--- src/rtl/if_stage.sv ---
// Instruction-fetch stage: owns the PC, selects the next PC, checks the fetch
// address and fills the IF/ID pipeline register.
module if_stage #(
  parameter logic [31:0] RESET_PC   = 32'h0000_3000,
  parameter logic [31:0] HANDLER_PC = 32'h0000_4180,
  parameter logic [31:0] IM_LO      = 32'h0000_3000,
  parameter logic [31:0] IM_HI      = 32'h0000_6FFC
) (
  input  logic        clk,
  input  logic        reset_n,
  input  logic        stall,
  input  logic [1:0]  npc_sel,
  input  logic [31:0] br_target,
  input  logic [25:0] j_index,
  input  logic [31:0] jr_target,
  input  logic        exc_req,
  input  logic        eret_req,
  input  logic [31:0] epc,
  input  logic        d_has_slot,
  output logic [31:0] pc_f,
  input  logic [31:0] instr_f,
  output logic [31:0] instr_d,
  output logic [31:0] pc_d,
  output logic [31:0] pc8_d,
  output logic [4:0]  exccode_d,
  output logic        bd_d,
  output logic        valid_d
);

  localparam logic [4:0] EXC_NONE = 5'd0;
  localparam logic [4:0] EXC_ADEL = 5'd4;

  logic [31:0] seq_pc;
  logic [31:0] sel_pc;
  logic [31:0] redirect_pc;
  logic        redirect;
  logic        fetch_bad;

  assign seq_pc   = pc_f + 32'd4;
  assign redirect = exc_req | eret_req;
  // exc_req beats eret_req when both fire in the same cycle
  assign redirect_pc = exc_req ? HANDLER_PC : epc;

  always_comb begin
    sel_pc = seq_pc;
    case (npc_sel)
      2'd1:    sel_pc = br_target;
      2'd2:    sel_pc = {pc_f[31:28], j_index, 2'b00};
      2'd3:    sel_pc = jr_target;
      default: sel_pc = seq_pc;
    endcase
  end

  // Bad jr targets are only trapped here, once they become the fetch address
  assign fetch_bad = (pc_f[1:0] != 2'b00) || (pc_f < IM_LO) || (pc_f > IM_HI);

  always_ff @(posedge clk) begin
    if (!reset_n) begin
      pc_f      <= RESET_PC;
      instr_d   <= 32'h0;
      pc_d      <= 32'h0;
      pc8_d     <= 32'h0;
      exccode_d <= EXC_NONE;
      bd_d      <= 1'b0;
      valid_d   <= 1'b0;
    end else if (redirect) begin
      pc_f      <= redirect_pc;
      instr_d   <= 32'h0;
      pc_d      <= redirect_pc;
      pc8_d     <= redirect_pc + 32'd8;
      exccode_d <= EXC_NONE;
      bd_d      <= 1'b0;
      valid_d   <= 1'b0;
    end else if (!stall) begin
      pc_f      <= sel_pc;
      instr_d   <= fetch_bad ? 32'h0 : instr_f;
      pc_d      <= pc_f;
      pc8_d     <= pc_f + 32'd8;
      exccode_d <= fetch_bad ? EXC_ADEL : EXC_NONE;
      bd_d      <= d_has_slot;
      valid_d   <= 1'b1;
    end
  end

endmodule

--- config.mk ---
export PLATFORM = sky130hd
export DESIGN_NAME = if_stage
export DESIGN_NICKNAME = d
export VERILOG_FILES = /design/src/rtl/if_stage.sv
export SDC_FILE = /design/constraint.sdc
export NUM_CORES = 1
export LEC_CHECK = 0
export CAP_MARGIN = 10
export CORE_ASPECT_RATIO = 0.5
export CORE_MARGIN = 5
export CORE_UTILIZATION = 40
export CTS_CLUSTER_SIZE = 24
export DETAILED_ROUTE_END_ITERATION = 10
export PLACE_DENSITY = 0.75
export REMOVE_ABC_BUFFERS = 1
export SETUP_SLACK_MARGIN = 0.02
export SYNTH_ARGS = -nofsm -noshare
export SYNTH_HDL_FRONTEND = slang
export SYNTH_SLANG_ARGS = --single-unit
--- constraint.sdc ---
create_clock -name clk -period 3.2 [get_ports clk]
set_input_delay 0.32 -clock clk [delete_from_list [all_inputs] [get_ports clk]]
set_output_delay 0.32 -clock clk [all_outputs]
set_load 0.02 [all_outputs]
### Yosys cells after proc, flatten, opt, wreduce, memory -nomap -nowiden

Index checks and enable logic that the tools add are counted.

| operators by class | value |
|---|---|
| add/sub/neg operators | 3 |
| order comparisons | 2 |
| eq/ne operators | 5 |
| mux-type cells | 10 |
| bitwise operators | 2 |
| reductions and logical operators | 5 |

Operators with widths:

| operator | count |
|---|---|
| two-way mux 32 bit | 8 |
| one-hot mux 32 bit (3 select lines) | 1 |
| adder 32 x 4 -> 32 bit (second input constant) | 2 |
| adder 32 x 3 -> 32 bit (second input constant) | 1 |
| > comparator 32 x 15 -> 1 bit (second input constant) | 1 |
| < comparator 32 x 14 -> 1 bit (second input constant) | 1 |
| equality test 2 bit (second input constant) | 2 |
| two-way mux 3 bit | 1 |
| equality test 2 x 1 -> 1 bit (second input constant) | 1 |
| logical OR 1 bit | 2 |
| != test 2 x 1 -> 1 bit (second input constant) | 1 |
| != test 2 bit (second input constant) | 1 |
| AND reduction 2 bit | 1 |
| nonzero test 2 bit | 1 |
| OR reduction 2 bit | 1 |
| inverter 1 bit | 1 |
| OR 1 bit | 1 |

| word-level totals | value |
|---|---|
| register bits | 135 |
| bits of input ports | 162 |
| word-level logic and storage cells | 35 |

### Longest topological paths before layout

Gate-level depths: netlist of run 1.

| logic depth | value |
|---|---|
| depth in word-level cells | 4 |
| depth in mapped cells | 13 |
| depth with buffers taken out | 9 |

### Worst setup path before layout of run 1

No wires, ideal clock.

| timing | value |
|---|---|
| path type | input to register |
| start point | input eret_req |
| end point | register pc8_d[25] |
| setup time | 0.086 ns |
| arrival time | 2.660 ns |
| data required time | 3.114 ns |
| setup slack | 0.455 ns |
| stages on the path | 13 |
| cells stage by stage | buf_2 > buf_2 > buf_2 > mux2i_1 > nor2_1 > ha_1 > inv_1 > a211oi_1 > and3_1 > clkbuf_1 > nand4b_1 > xor2_1 > a211oi_1 |

| between the ends | value |
|---|---|
| word-level cells in the longest chain between the ends | 2 |
| elaborated cells on any way between the ends | 3 |

Ends and longest elaborated chain:

| element | line | text |
|---|---|---|
| from (decl) | 17 | `input logic eret_req,` |
| OR 1 bit (*) | 40 | `assign redirect = exc_req \| eret_req;` |
| != test 2 x 1 -> 1 bit (no source line) or two-way mux 32 bit (tied branches) | -- |  |
| to (signal assigned) | 70 | `pc8_d <= redirect_pc + 32'd8;` |
| to (signal assigned) | 78 | `pc8_d <= pc_f + 32'd8;` |
| to (decl) | 24 | `output logic [31:0] pc8_d,` |

Mark *: on every way between the ends. The rest lies on a longest branch, timed or not.
A chain may end at the register's enable or synchronous reset.

### Final worst setup path of run 1

| timing | value |
|---|---|
| start point | register pc_f[18] |
| end point | register pc_f[30] |

| between the ends | value |
|---|---|
| word-level cells in the longest chain between the ends | 4 |

Ends and longest elaborated chain:

| element | line | text |
|---|---|---|
| from (decl) | 20 | `output logic [31:0] pc_f,` |
| from (signal assigned) | 67 | `pc_f <= redirect_pc;` |
| from (signal assigned) | 75 | `pc_f <= sel_pc;` |
| adder 32 x 3 -> 32 bit | 39 | `assign seq_pc = pc_f + 32'd4;` |
| one-hot mux 32 bit (3 select lines) | 46 | `case (npc_sel)` |
| two-way mux 32 bit | 74 | `end else if (!stall) begin` |
| two-way mux 32 bit | 66 | `end else if (redirect) begin` |

Every way passes these cells. The select of a mux whose other input is x is not followed.

==> Implementation_results.wiki, run 1 <==
{| class="wikitable"
! Metric !! Value
|-
| Outcome || completed
|-
| Pre-CTS worst setup slack || 0.314 ns
|-
| Largest family of logic cells by synthesized area || simple AND/OR/NAND/NOR gates
|-
| GRT met3 Usage || around 8.7%
|-
| Clock period minus final worst setup slack || between 2 and 3 ns
|-
| Multiplexer fraction of the synthesized cell area || about a tenth
|-
| Gate family responsible for the most delay along the worst path || simple AND/OR/NAND/NOR gates
|-
| Number of antenna cells inserted || 0
|-
| Hold violation count in the final report || 0
|-
| FMAX || 361 MHz
|-
| Startpoint-to-endpoint class of the critical path || flip-flop to flip-flop
|-
| Flip-flop and latch count after synthesis || 128
|-
| Sinks on Clock Net || 128
|-
| Pin count of the biggest net entering global routing || 54
|-
| Crit-path max cell delay || between 0.8 and 0.9 ns
|-
| Buffers from clock root to sink, at most || 2
|-
| Net count reported at finish || approximately 1.4k
|-
| Actual transition at the worst max-transition pin || between 0.9 and 1 ns
|-
| Static power due to leakage || ~4 nW
|-
| Clock buffer count from CTS || 17
|-
| Max IR drop VDD || about 0.37 mV
|-
| Detail Placement HPWL || between 20000 and 25000 um
|-
| Via count || approximately 8.6k
|-
| Area Growth Syn to Fin || 48.9%
|-
| Final hold slack || 0.351 ns
|-
| Number of gates resized after cts || 0
|-
| Source-to-sink clock delay at the later pin of the worst-skew pair || between 0.4 and 0.5 ns
|-
| Critical path peak fanout || 9
|-
| Met2 layer usage reported by global route || around 45%
|-
| Most used flip-flop cell after synthesis || sky130_fd_sc_hd__dfxtp_1
|-
| Top-Level Pins || roughly 300
|-
| Post-DRT Antenna Nets || 0
|-
| Startpoint type of the worst setup path || flip-flop
|-
| Clock Skews || between 0.007 and 0.008 ns
|-
| Maximum level of the CTS H-tree || 4
|-
| Unrepaired setup endpoints after global routing || false
|-
| Max capacitance violation total || 0
|-
| Remaining Overflow, GRT || 0
|-
| Post-route design area || between 10000 and 15000 sq um
|-
| Met1 Track Usage GR || about 36%
|-
| Number of detailed-routing iterations run before antenna repair || 5
|-
| CP cell instances || nand2_1 -> or3_1 -> nor4_1 -> a31oi_1 -> o221a_2
|-
| Parity-gate share of the synthesized area counting xor and xnor cells || between 3 and 4%
|-
| Remaining max-slew budget at the tightest pin || 35.1%
|-
| EDFF count, synth || 0
|-
| Count of distinct cell types in the synthesized netlist || between 60 and 70
|-
| DIE HEIGHT || 107 um
|-
| Data arrival time at the worst-slack endpoint || 3.08 ns
|-
| Final standard cell count with taps included and fillers excluded || roughly 1.5k
|-
| Register clock-pin slew on the reported worst setup and hold paths || about 0.060 ns
|-
| Effective utilization at floorplan || between 40% and 50%
|-
| Arithmetic-cell share of the synthesized area counting full adders, half adders and majority gates || less than 1%
|-
| Vias/cell || approximately 5.7
|-
| Placed standard-cell area || between 10000 and 15000 sq um
|-
| Standard-cell row count || 35
|-
| Grt peak-use layer || met2
|-
| Initial antenna violation count || 0
|-
| DRC violation count after routing || 0
|-
| Fraction of layout instances using a drive strength above 1 || roughly 8.8%
|-
| Power density normalized to cell area || between 400 and 500 nW/um^2
|-
| Proportion of synthesized flip-flops having asynchronous set or reset || 0%
|-
| Wire per inst || around 21 um
|-
| Placed Cells incl. Taps || 1461
|-
| WL final || 31000 um
|-
| Overall die area || ~22000 sq um
|-
| Die Wd || 204 um
|-
| Synth Area in Simple Gates || a little under a quarter
|-
| Fin Setup TNS || 0 ns
|-
| Input/output buffers || roughly 290
|-
| Fin util || 60.8%
|-
| Number of cells produced by synthesis || between 900 and 1k
|-
| Post-synthesis compound-gate area fraction || between 20% and 30%
|-
| Sequential share of the synthesized area || between 30% and 40%
|-
| Buffer cell driving the clock tree root || sky130_fd_sc_hd__clkbuf_16
|-
| Required arrival time at the worst endpoint || 3.51 ns
|-
| Worst min-delay path class || input port to flip-flop
|-
| Syn avg cell area || ~7.8 sq um
|-
| Post-synthesis instance area || ~7500 sq um
|-
| TritonCTS clock tree || built
|-
| Post-CTS setup repair buffer count || 0
|-
| Worst-path cell with the longest stage delay || sky130_fd_sc_hd__nor4_1
|-
| Yosys warning total || 0
|-
| Hold-fix buffer count after cts || 0
|-
| Post-route worst setup slack || 0.431 ns
|-
| Global-route usage over all layers || between 20% and 30%
|-
| Number of slew-limit violations in the final report || 0
|-
| Endpoint kind of the worst setup timing path || flip-flop
|-
| CP bufs+invs || 0
|-
| First-iteration detailed-routing DRC count || around 770
|-
| Global placement routability congestion || around 1
|-
| Vias in the first global route || 8490
|-
| Final setup fails || 0
|-
| Wire length of the first global-routing pass || approximately 48000 um
|-
| Overall Power || 4.84 mW
|-
| Core region area || between 15000 and 20000 sq um
|-
| Fin crit share || between 80% and 90%
|}
cells in the mapped netlist, types with 12 or more instances:
master                     count  area share (%)
sky130_fd_sc_hd__nand2_1     123             6.1
sky130_fd_sc_hd__xnor2_1      16             1.9
sky130_fd_sc_hd__dfxtp_1     128              34
sky130_fd_sc_hd__nor3_1       25             1.7
sky130_fd_sc_hd__nand3b_1     12             1.2
sky130_fd_sc_hd__a211oi_1     25             2.5
sky130_fd_sc_hd__a21oi_1      79             5.2
sky130_fd_sc_hd__a22oi_1      41             4.1
sky130_fd_sc_hd__a221oi_1     12             1.4
sky130_fd_sc_hd__mux2i_1      36             4.8
sky130_fd_sc_hd__nand3_1      43             2.9
sky130_fd_sc_hd__xor2_1       15             1.7
sky130_fd_sc_hd__clkbuf_1     55             2.7
sky130_fd_sc_hd__nor4_1       13             1.1
sky130_fd_sc_hd__nor2_1      113             5.6
sky130_fd_sc_hd__o21ai_0      48             3.2
power breakdown:
| group | total (mW) | switching, mW | internal (mW) |
|---|---|---|---|
| Combinational | 0.976 | 0.502 | 0.474 |
| Clock | 2.13 | 0.784 | 1.35 |
| Sequential | 1.74 | 0.0773 | 1.66 |
| Total | 4.84 | 1.36 | 3.48 |
placed cells by master (no fill, tap or decap), drive strengths merged, types with 25 or more instances in the layout:
cell,count
a211oi,25
a21oi,80
a22oi,41
buf,39
clkdlybuf4s50,288
dfxtp,128
mux2i,36
nand2,123
nand3,44
nor2,114
nor3,25
o21ai,48
path summary, 6_finish.rpt:
kind                               start        to  slack (ns)  depth (start not counted)
worst max register to register  pc_f[18]  pc_f[30]        0.43                          5
worst min register to register   valid_d   valid_d        0.45                          2
worst max-delay path            pc_f[18]  pc_f[30]        0.43                          5
worst min-delay path            eret_req   pc_f[3]        0.35                          3
layer usage:
metal	routed length, um	vias to the layer above
li1	-	3996
met1	12800	4107
met2	14500	406
met3	2890	66
met4	778	0
met5	0	-
sequential cells by signal (all words and copies together) (netlist names):
register,count
valid_d,1
bd_d,1
pc_f,32
pc_d,32
pc8_d,29
instr_d,32
exccode_d,1
cell families (layout without fill, tap and decap cells):
logic type / Yosys count / count (layout)
and+or+nand+nor: 384 / 384
xor gates and xnor gates: 31 / 31
other: 1 / 4
adders and majority gates: 2 / 2
muxes: 57 / 57
buffers and inverters: 105 / 370
AOI/OAI and AO/OA: 258 / 258
DFF: 128 / 128
layout make-up:
class / instances / area, sq um
Inverter: 11 / 41.3
Clock inverter: 13 / 186
Tap cell: 259 / 324
Sequential cell: 128 / 2560
Multi-Input combinational cell: 736 / 4480
Timing Repair Buffer: 327 / 3190
Clock buffer: 19 / 453
Fill cell: 1686 / 7240
worst register-to-register path, cell delays in order, from the launching register on:
cell and delay, ns:
sky130_fd_sc_hd__dfxtp_1 0.64, sky130_fd_sc_hd__nand2_1 0.22, sky130_fd_sc_hd__or3_1 0.45, sky130_fd_sc_hd__nor4_1 0.85, sky130_fd_sc_hd__a31oi_1 0.20, sky130_fd_sc_hd__o221a_2 0.31
Power figures use the tool's default switching activity.
==> inputs of run 2 (changes only) <==
CORE_MARGIN = unset   (was 5)
==> Implementation_results.wiki, run 2 (synthesized netlist as in run 1, its figures left out) <==
{| class="wikitable"
! Metric !! Value
|-
| Outcome || completed
|-
| Source of the critical timing path || pc_f[4]
|-
| Final standard cell count with taps included and fillers excluded || 1483 (-0.67%)
|-
| Effective utilization at floorplan || 40.9% (+0.097 points)
|-
| Post-route worst setup slack || 0.572 ns (+0.141 ns)
|-
| Maximum level of the CTS H-tree || 4 (unchanged)
|-
| Number of gates resized after cts || 0 (unchanged)
|-
| Fin Setup TNS || 0 ns (unchanged)
|-
| WL final || 29100 um (-6.1%)
|-
| Standard-cell row count || 35 (unchanged)
|-
| Hold violation count in the final report || 0 (unchanged)
|-
| Net count reported at finish || 1376 (-0.65%)
|-
| Global-route usage over all layers || 29.5% (+1.8 points)
|-
| Input/output buffers || 292 (unchanged)
|-
| Post-DRT Antenna Nets || 0 (unchanged)
|-
| Capture instance of the worst register-to-register path || pc_f[27]
|-
| Critical path peak fanout || 9 (unchanged)
|-
| DRC violation count after routing || 0 (unchanged)
|-
| Power density normalized to cell area || 421 nW/um^2 (-2.2%)
|-
| Fin crit share || 82.1% (-4.4 points)
|-
| Unrepaired setup endpoints after global routing || false
|-
| Placed Cells incl. Taps || 1452 (-0.62%)
|-
| Sinks on Clock Net || 128 (unchanged)
|-
| Biggest regs || instr_d x32, pc_d x32, pc_f x32
|-
| Max IR drop VDD || 0.350 mV (-6.6%)
|-
| Static power due to leakage || 3.91 nW (-1.3%)
|-
| Required arrival time at the worst endpoint || 3.56 ns (+0.05 ns)
|-
| Vias in the first global route || 8072 (-4.9%)
|-
| Fraction of layout instances using a drive strength above 1 || 8.01% (-0.83 points)
|-
| Hold Crit Depth || 3 (unchanged)
|-
| Startpoint type of the worst setup path || flip-flop
|-
| Most frequent standard cell in the layout excluding fill and tap cells || sky130_fd_sc_hd__clkdlybuf4s50_1
|-
| TritonCTS clock tree || built
|-
| Wire per inst || 19.6 um (-5.5%)
|-
| Wire length of the first global-routing pass || 44600 um (-6.6%)
|-
| Endpoint kind of the worst setup timing path || flip-flop
|-
| Source-to-sink clock delay at the later pin of the worst-skew pair || 0.42 ns (about the same)
|-
| Core region area || 18400 sq um (-0.24%)
|-
| Post-route design area || 11100 sq um (-0.99%)
|-
| Overall Power || 4.69 mW (-3.2%)
|-
| DIE HEIGHT || 99.1 um (-7.5%)
|-
| Overall die area || 19500 sq um (-11%)
|-
| Number of detailed-routing iterations run before antenna repair || 6 (+1)
|-
| Actual transition at the worst max-transition pin || 0.818 ns (-0.146 ns)
|-
| Detail Placement HPWL || 21400 um (-9.3%)
|-
| Vias/cell || 5.79 (+0.76%)
|-
| Die Wd || 196 um (-3.9%)
|-
| Buffer cell driving the clock tree root || sky130_fd_sc_hd__clkbuf_16
|-
| Buffers from clock root to sink, at most || 2 (unchanged)
|-
| Number of slew-limit violations in the final report || 0 (unchanged)
|-
| Placed standard-cell area || 10500 sq um (-0.64%)
|-
| First-iteration detailed-routing DRC count || 890 (+15%)
|-
| Pre-CTS worst setup slack || 0.378 ns (+0.0648 ns)
|-
| Commonest non-fill, non-tap cells in the layout || sky130_fd_sc_hd__clkdlybuf4s50_1, sky130_fd_sc_hd__dfxtp_1, sky130_fd_sc_hd__nand2_1
|-
| Final setup fails || 0 (unchanged)
|-
| Post-CTS setup repair buffer count || 0 (unchanged)
|-
| Fin util || 60.4% (-0.46 points)
|-
| Final hold slack || 0.364 ns (+0.0129 ns)
|-
| Clock buffer count from CTS || 17 (unchanged)
|-
| Area Growth Syn to Fin || 47.5%
|-
| Pin count of the biggest net entering global routing || 81 (+50%)
|-
| Top-Level Pins || 297 (unchanged)
|-
| Launching point of the worst reg2reg path || pc_f[4]
|-
| Initial antenna violation count || 0 (unchanged)
|-
| Remaining max-slew budget at the tightest pin || 45.0% (+9.9 points)
|-
| Clock period minus final worst setup slack || 2.63 ns (-0.141 ns)
|-
| Global placement routability congestion || 0.958 (-2.0%)
|-
| Data arrival time at the worst-slack endpoint || 2.98 ns (-0.10 ns)
|-
| FMAX || 381 MHz (+5.4%)
|-
| FF-to-FF setup slack || 0.57 ns (+0.14 ns)
|-
| Destination of the critical timing path || pc_f[27]
|-
| Worst min-delay path class || input port to flip-flop
|-
| Remaining Overflow, GRT || 0 (unchanged)
|-
| Clock Skews || 0.0100 ns (+0.00219 ns)
|-
| Hold-fix buffer count after cts || 0 (unchanged)
|-
| Register clock-pin slew on the reported worst setup and hold paths || 0.06 ns (about the same)
|-
| Cell depth of the worst flop-to-flop path || 6 (+1)
|-
| Max capacitance violation total || 0 (unchanged)
|-
| Startpoint-to-endpoint class of the critical path || flip-flop to flip-flop
|-
| Number of antenna cells inserted || 0 (unchanged)
|-
| Via count || 8582 (+0.082%)
|}
==> run 2: changes by cell type in the layout (fill, tap and decap cells not counted) <==
cell                         before  now
sky130_fd_sc_hd__clkbuf_1         0    1
sky130_fd_sc_hd__clkinv_4         3    1
sky130_fd_sc_hd__buf_4           33   24
sky130_fd_sc_hd__clkinvlp_4       4    2
sky130_fd_sc_hd__clkinv_2         2    5
sky130_fd_sc_hd__bufinv_16        4    3
==> run 2: final cells by class <==
type	count	area (sq um)
Fill cell	1647	7310
Tap cell	259	324
Multi-Input combinational cell	736	4480
Sequential cell	128	2560
Inverter	11	41.3
Timing Repair Buffer	318	3120
Clock inverter	11	139
Clock buffer	20	457
==> run 2: power by group <==
part	leakage, nW	switching (mW)	internal [mW]
registers	1.05	0.0790	1.66
clock network	0.291	0.739	1.26
logic	2.57	0.490	0.466
total	3.91	1.31	3.38
==> run 2: worst min-delay path by stage <==
stage	from	end	slack [ns]
after detailed placement	pc_d[27]	pc_d[27]	0.45
after CTS	eret_req	pc_f[3]	0.34
final	eret_req	pc_f[3]	0.36
after global routing	eret_req	pc_f[3]	0.38
after floorplan	stall	valid_d	0.41
after global placement	valid_d	valid_d	0.44
==> run 2: per-layer routing <==
layer | vias to the layer above | routed length, um | GRT usage, %
li1 | 3974 | - | -
met1 | 4112 | 12400 | 39.3
met2 | 435 | 13300 | 47.0
met3 | 61 | 2650 | 7.46
met4 | 0 | 731 | 9.07
met5 | - | 0 | 0
==> run 2: worst max-delay path, cell delays in order (launching register included) <==
cell and delay (ns):
sky130_fd_sc_hd__dfxtp_1 0.61, sky130_fd_sc_hd__nand3_4 0.14, sky130_fd_sc_hd__or3_1 0.50, sky130_fd_sc_hd__or4_1 0.63
sky130_fd_sc_hd__or3_1 0.36, sky130_fd_sc_hd__a21o_1 0.20, sky130_fd_sc_hd__a21oi_2 0.12
==> inputs of run 3 (changes only) <==
PLACE_DENSITY = 0.77   (was 0.75)
clock period = 2.3 ns   (was 3.2 ns; I/O delays follow)
==> Implementation_results.wiki, run 3 (synthesized netlist as in run 1, its figures left out) <==
{| class="wikitable"
! Metric !! Value
|-
| Wire length of the first global-routing pass || 48000 um (+7.7%)
|-
| Layout filler cell count || 1578 (-4.2%)
|-
| Fin crit share || 94.2% (+12 points)
|-
| Final standard cell count with taps included and fillers excluded || 1585 (+6.9%)
|-
| Required arrival time at the worst endpoint || 2.61 ns (-0.95 ns)
|-
| Power density normalized to cell area || 586 nW/um^2 (+39%)
|-
| Pre-CTS worst setup slack || -0.225 ns (-0.604 ns)
|-
| DRC violation count after routing || 0 (unchanged)
|-
| Number of antenna cells inserted || 0 (unchanged)
|-
| Area Growth Syn to Fin || 59.3%
|-
| Static power due to leakage || 4.45 nW (+14%)
|-
| Top-Level Pins || 297 (unchanged)
|-
| Maximum level of the CTS H-tree || 4 (unchanged)
|-
| Post-DRT Antenna Nets || 0 (unchanged)
|-
| Input/output buffers || 292 (unchanged)
|-
| Overall Power || 7.05 mW (+50%)
|-
| Die Wd || 196 um (unchanged)
|-
| Buffers from clock root to sink, at most || 2 (unchanged)
|-
| FMAX || 462 MHz (+21%)
|-
| Register clock-pin slew on the reported worst setup and hold paths || 0.06 ns (about the same)
|-
| Remaining Overflow, GRT || 0 (unchanged)
|-
| Launching point of the worst reg2reg path || pc_f[2]
|-
| Outcome || completed
|-
| Overall die area || 19500 sq um (unchanged)
|-
| Worst hold start || eret_req
|-
| Standard-cell row count || 35 (unchanged)
|-
| Hold endpoint || pc_f[3]
|-
| Global placement routability congestion || 0.993 (+3.7%)
|-
| Via count || 8976 (+4.6%)
|-
| Post-route worst setup slack || 0.134 ns (-0.438 ns)
|-
| CP cell instances || buf_4 -> ha_1 -> and2_1 -> nand3_1 -> nor4_1 -> buf_4 -> a31oi_1 -> o221a_2
|-
| Cell depth of the worst flop-to-flop path || 8 (+2)
|-
| Clock period minus final worst setup slack || 2.17 ns (-0.462 ns)
|-
| Critical path peak fanout || 6 (-3)
|-
| Clock Skews || 0.00964 ns (-0.000365 ns)
|-
| Sinks on Clock Net || 128 (unchanged)
|-
| Worst-path cell with the longest stage delay || sky130_fd_sc_hd__dfxtp_1
|-
| Vias/cell || 5.66 (-2.1%)
|-
| Cell type with the highest occurrence count on the critical path || sky130_fd_sc_hd__buf_4
|-
| Fraction of layout instances using a drive strength above 1 || 15.7% (+7.7 points)
|-
| Net count reported at finish || 1477 (+7.3%)
|-
| Commonest non-fill, non-tap cells in the layout || sky130_fd_sc_hd__clkdlybuf4s50_1, sky130_fd_sc_hd__nand2_1, sky130_fd_sc_hd__dfxtp_1
|-
| Post-route design area || 12000 sq um (+8.0%)
|-
| Capture instance of the worst register-to-register path || pc_f[30]
|-
| Core region area || 18400 sq um (unchanged)
|-
| Hold violation count in the final report || 0 (unchanged)
|-
| Vias in the first global route || 8552 (+5.9%)
|-
| WL final || 31300 um (+7.7%)
|-
| Effective utilization at floorplan || 40.9% (unchanged)
|-
| Source-to-sink clock delay at the later pin of the worst-skew pair || 0.42 ns (about the same)
|-
| Most frequent standard cell in the layout excluding fill and tap cells || sky130_fd_sc_hd__clkdlybuf4s50_1
|-
| Detail Placement HPWL || 24400 um (+14%)
|-
| Actual transition at the worst max-transition pin || 0.491 ns (-0.328 ns)
|-
| Remaining max-slew budget at the tightest pin || 66.4% (+21 points)
|-
| Data arrival time at the worst-slack endpoint || 2.47 ns (-0.51 ns)
|-
| Buffer cell driving the clock tree root || sky130_fd_sc_hd__clkbuf_16
|-
| DIE HEIGHT || 99.1 um (unchanged)
|-
| First-iteration detailed-routing DRC count || 834 (-6.3%)
|-
| Global-route usage over all layers || 32.0% (+2.5 points)
|-
| Number of slew-limit violations in the final report || 0 (unchanged)
|-
| Startpoint-to-endpoint class of the critical path || flip-flop to flip-flop
|-
| Hold-fix buffer count after cts || 0 (unchanged)
|-
| Wire per inst || 19.8 um (+0.79%)
|-
| TritonCTS clock tree || built
|-
| Worst min-delay path class || input port to flip-flop
|-
| FF-to-FF setup slack || 0.13 ns (-0.44 ns)
|-
| Number of detailed-routing iterations run before antenna repair || 6 (unchanged)
|-
| Placed Cells incl. Taps || 1552 (+6.9%)
|-
| Startpoint type of the worst setup path || flip-flop
|-
| Pin count of the biggest net entering global routing || 50 (-38%)
|-
| Endpoint kind of the worst setup timing path || flip-flop
|-
| Max capacitance violation total || 0 (unchanged)
|-
| Clock buffer count from CTS || 17 (unchanged)
|-
| Placed standard-cell area || 11300 sq um (+7.5%)
|-
| Hold Crit Depth || 4 (+1)
|-
| Unrepaired setup endpoints after global routing || false
|-
| Crit-path max cell delay || 0.35 ns (-0.28 ns)
|-
| Initial antenna violation count || 0 (unchanged)
|-
| Biggest regs || instr_d x32, pc_d x32, pc_f x32
|-
| Max IR drop VDD || 0.541 mV (+55%)
|-
| Final setup fails || 0 (unchanged)
|-
| Fin Setup TNS || 0 ns (unchanged)
|}
[run 3: routing by layer]
layer  routed length (um)  vias up  track usage, %
met1                13800     4290            44.5
met5                    0        -               0
met3                 3060       43            7.83
li1                     -     4173               -
met4                  471        0            8.59
met2                14000      470            49.4
[run 3: worst max-delay path by stage]
| stage | start | end | depth (start not counted) |
|---|---|---|---|
| 6_report | pc_f[2] | pc_f[30] | 8 |
| 5_1_grt | pc_f[2] | pc_f[24] | 8 |
| 4_1_cts | pc_f[4] | pc_f[29] | 7 |
| 3_5_place_dp | epc[3] | pc8_d[17] | 12 |
| 3_3_place_gp | epc[3] | pc8_d[29] | 12 |
| 2_1_floorplan | eret_req | pc8_d[16] | 5 |
[run 3: area by class of cell]
| type | instances | area [sq um] | share of cell area [%] |
|---|---|---|---|
| Multi-Input combinational cell | 736 | 4490 | 37.4 |
| Timing Repair Buffer | 419 | 3920 | 32.6 |
| Sequential cell | 128 | 2570 | 21.4 |
| Clock buffer | 19 | 443 | 3.68 |
| Tap cell | 259 | 324 | 2.70 |
| Clock inverter | 13 | 231 | 1.93 |
| Inverter | 11 | 41.3 | 0.343 |
[run 3: what timing repair did]
item	4_1_cts	5_1_grt
setup endpoints to repair	2	14
resized for setup	1	8
buffers inserted	0	1
pin swaps	0	2
endpoints found under the hold margin	0	0
[run 3: per-stage QoR]
stage / hold slack, ns / util (%)
2_1_floorplan: 0.322 / -
3_3_place_gp: 0.440 / 61.4
3_5_place_dp: 0.442 / 61.4
4_1_cts: 0.323 / 65.1
5_1_grt: 0.335 / 65.2
6_report: 0.347 / 65.2
[run 3: power breakdown]
group / switching [mW] / internal [mW]
Sequential: 0.0784 / 2.31
Combinational: 0.759 / 0.747
Clock: 1.08 / 2.07
Total: 1.92 / 5.13
[run 3: critical path: cells and delay by family, from the launching register on]
kind / cells / cell delay [ns]
compound gates: 2 / 0.38
flops: 1 / 0.35
fa+ha+maj: 1 / 0.19
simple gates: 3 / 0.76
buf+inv: 2 / 0.38
